==> config.mk <==
export PLATFORM = sky130hd
export DESIGN_NAME = pipe_stage_reg_flat
export DESIGN_NICKNAME = d
export VERILOG_FILES = /design/src/rtl/pipe_pkg.sv /design/src/rtl/pipe_stage_reg_if.sv /design/src/rtl/pipe_skid_buf.sv /design/src/rtl/pipe_stage_reg.sv /design/src/flat_wrapper.sv
export SDC_FILE = /design/constraint.sdc
export NUM_CORES = 1
export LEC_CHECK = 0
export CORE_AREA = 2 2 130 132
export DETAILED_ROUTE_END_ITERATION = 8
export DIE_AREA = 0 0 132 134
export PLACE_DENSITY = 0.8
export SETUP_SLACK_MARGIN = 0.5
export SLEW_MARGIN = 25
export SYNTH_ARGS = -nofsm -noshare
export SYNTH_HDL_FRONTEND = slang
export SYNTH_HIERARCHICAL = 1
export SYNTH_SLANG_ARGS = --single-unit
==> constraint.sdc <==
create_clock -name clk_i -period 5.56 [get_ports clk_i]
set_clock_uncertainty 0.1 [all_clocks]
set_input_delay 1.668 -clock clk_i [delete_from_list [all_inputs] [get_ports clk_i]]
set_output_delay 1.668 -clock clk_i [all_outputs]
set_load 0.02 [all_outputs]
==> src/rtl/pipe_pkg.sv <==
// Shared control-bundle layout for the pipeline stage registers.
// Stages slice WB/MEM/EX fields by name through ctrl_t.
package pipe_pkg;

  localparam int WB_W   = 2;
  localparam int MEM_W  = 2;
  localparam int EX_W   = 4;
  localparam int CTRL_W = WB_W + MEM_W + EX_W;

  localparam int EX_LSB  = 0;
  localparam int MEM_LSB = EX_LSB + EX_W;
  localparam int WB_LSB  = MEM_LSB + MEM_W;

  typedef struct packed {
    logic [WB_W-1:0]  wb;
    logic [MEM_W-1:0] mem;
    logic [EX_W-1:0]  ex;
  } ctrl_t;

endpackage

==> src/rtl/pipe_stage_reg_if.sv <==
// Handshake, flush and profiling signals of one pipeline stage register.
interface pipe_stage_reg_if #(
  parameter int CTRL_W    = pipe_pkg::CTRL_W,
  parameter int DATA_W    = 148,
  parameter int BUB_CNT_W = 16
);
  import pipe_pkg::*;

  logic                 valid_i;
  logic                 ready_o;
  logic [CTRL_W-1:0]    ctrl_i;
  logic [DATA_W-1:0]    data_i;
  logic                 flush_i;
  logic                 valid_o;
  logic                 ready_i;
  logic [CTRL_W-1:0]    ctrl_o;
  logic [DATA_W-1:0]    data_o;
  logic [BUB_CNT_W-1:0] bub_cnt_o;

  modport slave (
    input  valid_i, ctrl_i, data_i, flush_i, ready_i,
    output ready_o, valid_o, ctrl_o, data_o, bub_cnt_o
  );

  modport master (
    output valid_i, ctrl_i, data_i, flush_i, ready_i,
    input  ready_o, valid_o, ctrl_o, data_o, bub_cnt_o
  );

endinterface

==> src/rtl/pipe_skid_buf.sv <==
// One-entry skid holding a beat that arrived while the output register was stalled.
module pipe_skid_buf #(
  parameter int CTRL_W = pipe_pkg::CTRL_W,
  parameter int DATA_W = 148
) (
  input  logic              clk_i,
  input  logic              rst_i,
  input  logic              load,
  input  logic              drain,
  input  logic [CTRL_W-1:0] ld_ctrl,
  input  logic [DATA_W-1:0] ld_data,
  output logic              full,
  output logic [CTRL_W-1:0] ctrl,
  output logic [DATA_W-1:0] data
);
  import pipe_pkg::*;

  always_ff @(posedge clk_i) begin
    if (rst_i) begin
      full <= 1'b0;
      ctrl <= '0;
      data <= '0;
    end else if (drain) begin
      full <= 1'b0;
    end else if (load) begin
      full <= 1'b1;
      ctrl <= ld_ctrl;
      data <= ld_data;
    end
  end

endmodule

==> src/rtl/pipe_stage_reg.sv <==
// Reusable pipeline stage register with valid/ready, flush-to-bubble and bubble counter.
// Define PIPE_STAGE_SKID_EN to add a one-entry skid that registers ready_o.
module pipe_stage_reg #(
  parameter int CTRL_W    = pipe_pkg::CTRL_W,
  parameter int DATA_W    = 148,
  parameter int BUB_CNT_W = 16
) (
  input logic             clk_i,
  input logic             rst_i,
  pipe_stage_reg_if.slave bus
);
  import pipe_pkg::*;

  logic                 valid_q;
  logic [CTRL_W-1:0]    ctrl_q;
  logic [DATA_W-1:0]    data_q;
  logic [BUB_CNT_W-1:0] bub_q;
  logic                 in_xfer;
  logic                 out_xfer;

  assign in_xfer       = bus.valid_i & bus.ready_o;
  assign out_xfer      = valid_q & bus.ready_i;
  assign bus.valid_o   = valid_q;
  assign bus.ctrl_o    = ctrl_q;
  assign bus.data_o    = data_q;
  assign bus.bub_cnt_o = bub_q;

`ifdef PIPE_STAGE_SKID_EN
  logic              skid_full;
  logic [CTRL_W-1:0] skid_ctrl;
  logic [DATA_W-1:0] skid_data;
  logic              skid_load;
  logic              skid_drain;

  // A new beat goes to the skid only when the output register is occupied and stalled.
  assign bus.ready_o = ~skid_full;
  assign skid_load   = ~bus.flush_i & in_xfer & valid_q & ~bus.ready_i;
  assign skid_drain  = bus.flush_i | (skid_full & out_xfer);

  pipe_skid_buf #(.CTRL_W(CTRL_W), .DATA_W(DATA_W)) u_skid (
    .clk_i   (clk_i),
    .rst_i   (rst_i),
    .load    (skid_load),
    .drain   (skid_drain),
    .ld_ctrl (bus.ctrl_i),
    .ld_data (bus.data_i),
    .full    (skid_full),
    .ctrl    (skid_ctrl),
    .data    (skid_data)
  );

  always_ff @(posedge clk_i) begin
    if (rst_i) begin
      valid_q <= 1'b0;
      ctrl_q  <= '0;
      data_q  <= '0;
    end else if (bus.flush_i) begin
      valid_q <= 1'b0;
      ctrl_q  <= '0;
    end else if (skid_full) begin
      if (out_xfer) begin
        ctrl_q <= skid_ctrl;
        data_q <= skid_data;
      end
    end else if (in_xfer && !skid_load) begin
      valid_q <= 1'b1;
      ctrl_q  <= bus.ctrl_i;
      data_q  <= bus.data_i;
    end else if (out_xfer) begin
      valid_q <= 1'b0;
      ctrl_q  <= '0;
    end
  end
`else
  assign bus.ready_o = bus.ready_i | ~valid_q;

  always_ff @(posedge clk_i) begin
    if (rst_i) begin
      valid_q <= 1'b0;
      ctrl_q  <= '0;
      data_q  <= '0;
    end else if (bus.flush_i) begin
      valid_q <= 1'b0;
      ctrl_q  <= '0;
    end else if (in_xfer) begin
      valid_q <= 1'b1;
      ctrl_q  <= bus.ctrl_i;
      data_q  <= bus.data_i;
    end else if (out_xfer) begin
      valid_q <= 1'b0;
      ctrl_q  <= '0;
    end
  end
`endif

  // Counts downstream-ready cycles with nothing to offer; sticks at all-ones.
  always_ff @(posedge clk_i) begin
    if (rst_i) begin
      bub_q <= '0;
    end else if (bus.ready_i && !valid_q && (bub_q != {BUB_CNT_W{1'b1}})) begin
      bub_q <= bub_q + 1'b1;
    end
  end

endmodule
==> src/flat_wrapper.sv <==
// flat-port wrapper written by rule: the top's interface ports become plain ports
module pipe_stage_reg_flat import pipe_pkg::*;
#(
  parameter int CTRL_W    = pipe_pkg::CTRL_W,
  parameter int DATA_W    = 148,
  parameter int BUB_CNT_W = 16
)
  (clk_i, rst_i, bus_valid_i, bus_ctrl_i, bus_data_i, bus_flush_i, bus_ready_i, bus_ready_o, bus_valid_o, bus_ctrl_o, bus_data_o, bus_bub_cnt_o);
  pipe_stage_reg_if #(.CTRL_W(CTRL_W), .DATA_W(DATA_W), .BUB_CNT_W(BUB_CNT_W)) bus_i ();
  input logic clk_i;
  input logic rst_i;
  input wire logic [$bits(bus_i.valid_i)-1:0] bus_valid_i;
  input wire logic [$bits(bus_i.ctrl_i)-1:0] bus_ctrl_i;
  input wire logic [$bits(bus_i.data_i)-1:0] bus_data_i;
  input wire logic [$bits(bus_i.flush_i)-1:0] bus_flush_i;
  input wire logic [$bits(bus_i.ready_i)-1:0] bus_ready_i;
  output wire logic [$bits(bus_i.ready_o)-1:0] bus_ready_o;
  output wire logic [$bits(bus_i.valid_o)-1:0] bus_valid_o;
  output wire logic [$bits(bus_i.ctrl_o)-1:0] bus_ctrl_o;
  output wire logic [$bits(bus_i.data_o)-1:0] bus_data_o;
  output wire logic [$bits(bus_i.bub_cnt_o)-1:0] bus_bub_cnt_o;
  assign bus_i.valid_i = bus_valid_i;
  assign bus_i.ctrl_i = bus_ctrl_i;
  assign bus_i.data_i = bus_data_i;
  assign bus_i.flush_i = bus_flush_i;
  assign bus_i.ready_i = bus_ready_i;
  assign bus_ready_o = bus_i.ready_o;
  assign bus_valid_o = bus_i.valid_o;
  assign bus_ctrl_o = bus_i.ctrl_o;
  assign bus_data_o = bus_i.data_o;
  assign bus_bub_cnt_o = bus_i.bub_cnt_o;
  pipe_stage_reg #(.CTRL_W(CTRL_W), .DATA_W(DATA_W), .BUB_CNT_W(BUB_CNT_W)) u_core (.clk_i(clk_i), .rst_i(rst_i), .bus(bus_i));
endmodule
==> key figures <==
Status
  • Status: finished, final reports clean

Die
  • Die X-Extent: 132 um
  • Die ar.: 17700 sq um
  • Initial Utilization: 0.391
  • I/O pin count: 335
  • FP Rows: 47
  • Core area: 16300 sq um
  • Height of the chip: roughly 130 um

Global route
  • Total Routing Usage GR: 0.219
  • Total gr overflow: 0
  • Vias in the first global route: 6251
  • Largest net degree at the start of global routing: 107
  • First-pass GRT wire length: 31200 um
  • Initial antenna violation count: 1

Critical path
  • Cell chain of the critical path: clkdlybuf4s50_1 -> buf_4 -> nor2b_1 -> inv_2 -> clkdlybuf4s50_1
  • Worst setup SP type: input port
  • Worst Path Max Fanout: 11
  • Top cell by count, worst path: clkdlybuf4s50_1
  • Critical setup path kind: input port to primary output
  • CP required: 3.79 ns
  • Crit path max-delay cell type: clkdlybuf4s50_1
  • CP endpoint kind: primary output
  • Crit path max-delay family: buffers and inverters
  • Crit path DAT: roughly 3 ns
  • Worst path max stage delay: ~0.6 ns
  • Worst Path Buf+Inv: 4

Layout
  • Non-Filler Instances: between 1000 and 1500
  • Post-Layout Inst Area: 10400 sq um
  • Layout cells sized above 1: 0.0426
  • N_diodes: 0
  • Area growth, synth to finish: 63.7%
  • Final nets: ~1300
  • Util after Layout: 0.640

Place
  • Placed inst area: 9820 sq um
  • HPWL after DPL: 13800 um
  • I/O Buffers: about 330
  • RePlAce Congestion: between 0.7 and 0.8
  • Dpl cells: between 1000 and 1500

Synth
  • Top area cells in the synthesized netlist: dfxtp_1, nand2_1, a21oi_1, buf_2, clkbuf_1
  • Cell Area, Synth: 6370 sq um
  • EDFF count, synth: 0
  • Library cells used by synthesis: 38
  • Asr flop ratio synth: 0
  • Post-Syn Instances: 787
  • Yosys top cell area share: 0.544
  • Post-synthesis sequential area ratio: 0.544
  • Post-synth top flop: dfxtp_1
  • YS warnings: 6
  • Synth area leader: dfxtp_1
  • Syn_area_per_cell: between 8 and 9 sq um
  • #FFs+latches synth: 173
  • Syn nets: about 950

Route
  • Drt wl/cell: approximately 15 um
  • DRT iter0 DRCs: between 300 and 400
  • Via/cell ratio: 4.91
  • Post-Route WL: between 15000 and 20000 um
  • Drc violations: 0
  • First drt pass iteration count: 4
  • Total number of vias: 6496
  • ANT nets after route: 0

Flow run
  • Maxcap violations: 0

CTS
  • Post-CTS Setup Bufs: 0
  • CTS HTree Levels: 4
  • Num Clock Sinks: 173
  • Number of hold buffers added after CTS: 0
  • Worst-Skew Late Latency: 0.42 ns
  • Post-CTS resize count: 0
  • CTS tree: done
  • Reg clk slew, reported paths: 0.06 ns
  • CTS root buf: clkbuf_16
  • Clk buf depth: 2
  • Number of buffers created by CTS: 17

Timing
  • Peak Freq: about 210 MHz
  • Max-slew violation count: 0
  • Final Hold Vio Count: 0
  • Tmin final: around 4.8 ns
  • Final Setup Violations: 0
  • RSZ-0062 raised after global routing: no
  • Setup TNS: 0 ns
  • Worst-margin pin slew: 0.858 ns
  • Rel. slew slack: 0.424
  • Fin crit share: 0.869

Pwr
  • PD cells: 286 nW/um^2
  • Peak supply drop: 0.000184 V
  • Leak pwr: ~3.7 nW

Hold path
  • Worst Hold Class: flip-flop to flip-flop
-- tightest hold or removal path, cell delays in order, from the launching register on --
cell,delay (ns)
dfxtp_1,0.31
nand2_1,0.05
a21oi_1,0.05
-- sequential cells by signal, summed over array words and instances (netlist names) --
| name | flops |
|---|---|
| u_core/bus.bub_cnt_o | 16 |
| u_core/bus.ctrl_o | 8 |
| u_core/bus.data_o | 148 |
| u_core/bus.valid_o | 1 |
-- power by group --
| group | total, mW | leakage [nW] | switching, mW | internal (mW) |
|---|---|---|---|---|
| Clock | 1.22 | 0.286 | 0.503 | 0.721 |
| Combinational | 0.437 | 2.02 | 0.207 | 0.230 |
| Sequential | 1.32 | 1.41 | 0.0275 | 1.29 |
-- synth_stat cells (2+ instances only) --
library cell and n:
a21oi_1 162, a32oi_1 8, and2_1 7, and3_1 3, buf_2 28, buf_4 3, buf_6 2, clkbuf_1 23
dfxtp_1 173, inv_1 2, mux2i_1 8, nand2_1 304, nand3_1 3, nand3b_1 2, nand4_1 4, nor2_1 3
nor3_1 2, o21ai_0 2, o21ai_1 12, o31ai_1 8, or3_1 6, or4_1 6
-- metrics by stage --
step | worst slack [ns] | hold WS, ns | power, mW
final | 0.728 | 0.351 | 2.98
after global routing | 0.655 | 0.368 | 3.09
after CTS | 0.726 | 0.355 | 3.02
after detailed placement | 0.741 | 0.346 | 1.79
after global placement | 0.732 | 0.341 | 1.78
after floorplan | 1.76 | 0.433 | 1.53
-- cell families (layout without fill, tap and decap cells) --
kind of cell / after synthesis / count (layout) / share of synthesized area
AO/OA/AOI/OAI: 194 / 194 / 0.162
XOR/XNOR: 1 / 1 / 0.00138
adder cells (fa/ha/maj): 1 / 1 / 0.00196
buffers and inverters: 59 / 376 / 0.0444
flip-flops: 173 / 173 / 0.544
multiplexers: 8 / 8 / 0.0126
AND/OR/NAND/NOR: 351 / 351 / 0.234
-- per-layer routing --
metal  share of wire  track usage
met1            0.39        0.239
met3           0.081       0.0771
met5         0.00065            0
met4           0.032        0.101
met2            0.49        0.382
-- cell type report --
class                   count  area [sq um]
fillers                  1402          5860
flip-flops and latches    173          3460
repair buffers            342          3440
multi-input cells         555          2630
clock buffers              19           443
well taps                 220           275
clock inverters            12           161
inverters                   3          11.3
-- placed cells by master (no fill, tap or decap), types with 3 or more instances in the layout --
cell type,count
clkdlybuf4s50_1,333
nand2_1,304
dfxtp_1,173
a21oi_1,162
clkbuf_16,17
o21ai_1,12
o31ai_1,8
mux2i_1,8
a32oi_1,8
and2_1,7
or4_1,6
or3_1,6
buf_4,5
nand4_1,4
bufinv_16,3
clkinvlp_4,3
inv_6,3
nand3_1,3
and3_1,3
nor2_1,3
buf_12,3
-- worst paths after layout --
| path | slack, ns | endpoint | start | cells after the start |
|---|---|---|---|---|
| worst max-delay path | 0.73 | bus_ready_o | bus_ready_i | 5 |
| worst min-delay path | 0.35 | u_core/bus.data_o[139] | u_core/bus.data_o[139] | 2 |
| worst min register to register | 0.35 | u_core/bus.data_o[139] | u_core/bus.data_o[139] | 2 |
| worst max register to register | 3.45 | u_core/bus.bub_cnt_o[1] | u_core/bus.bub_cnt_o[8] | 4 |
(Power assumes the default switching activity.)
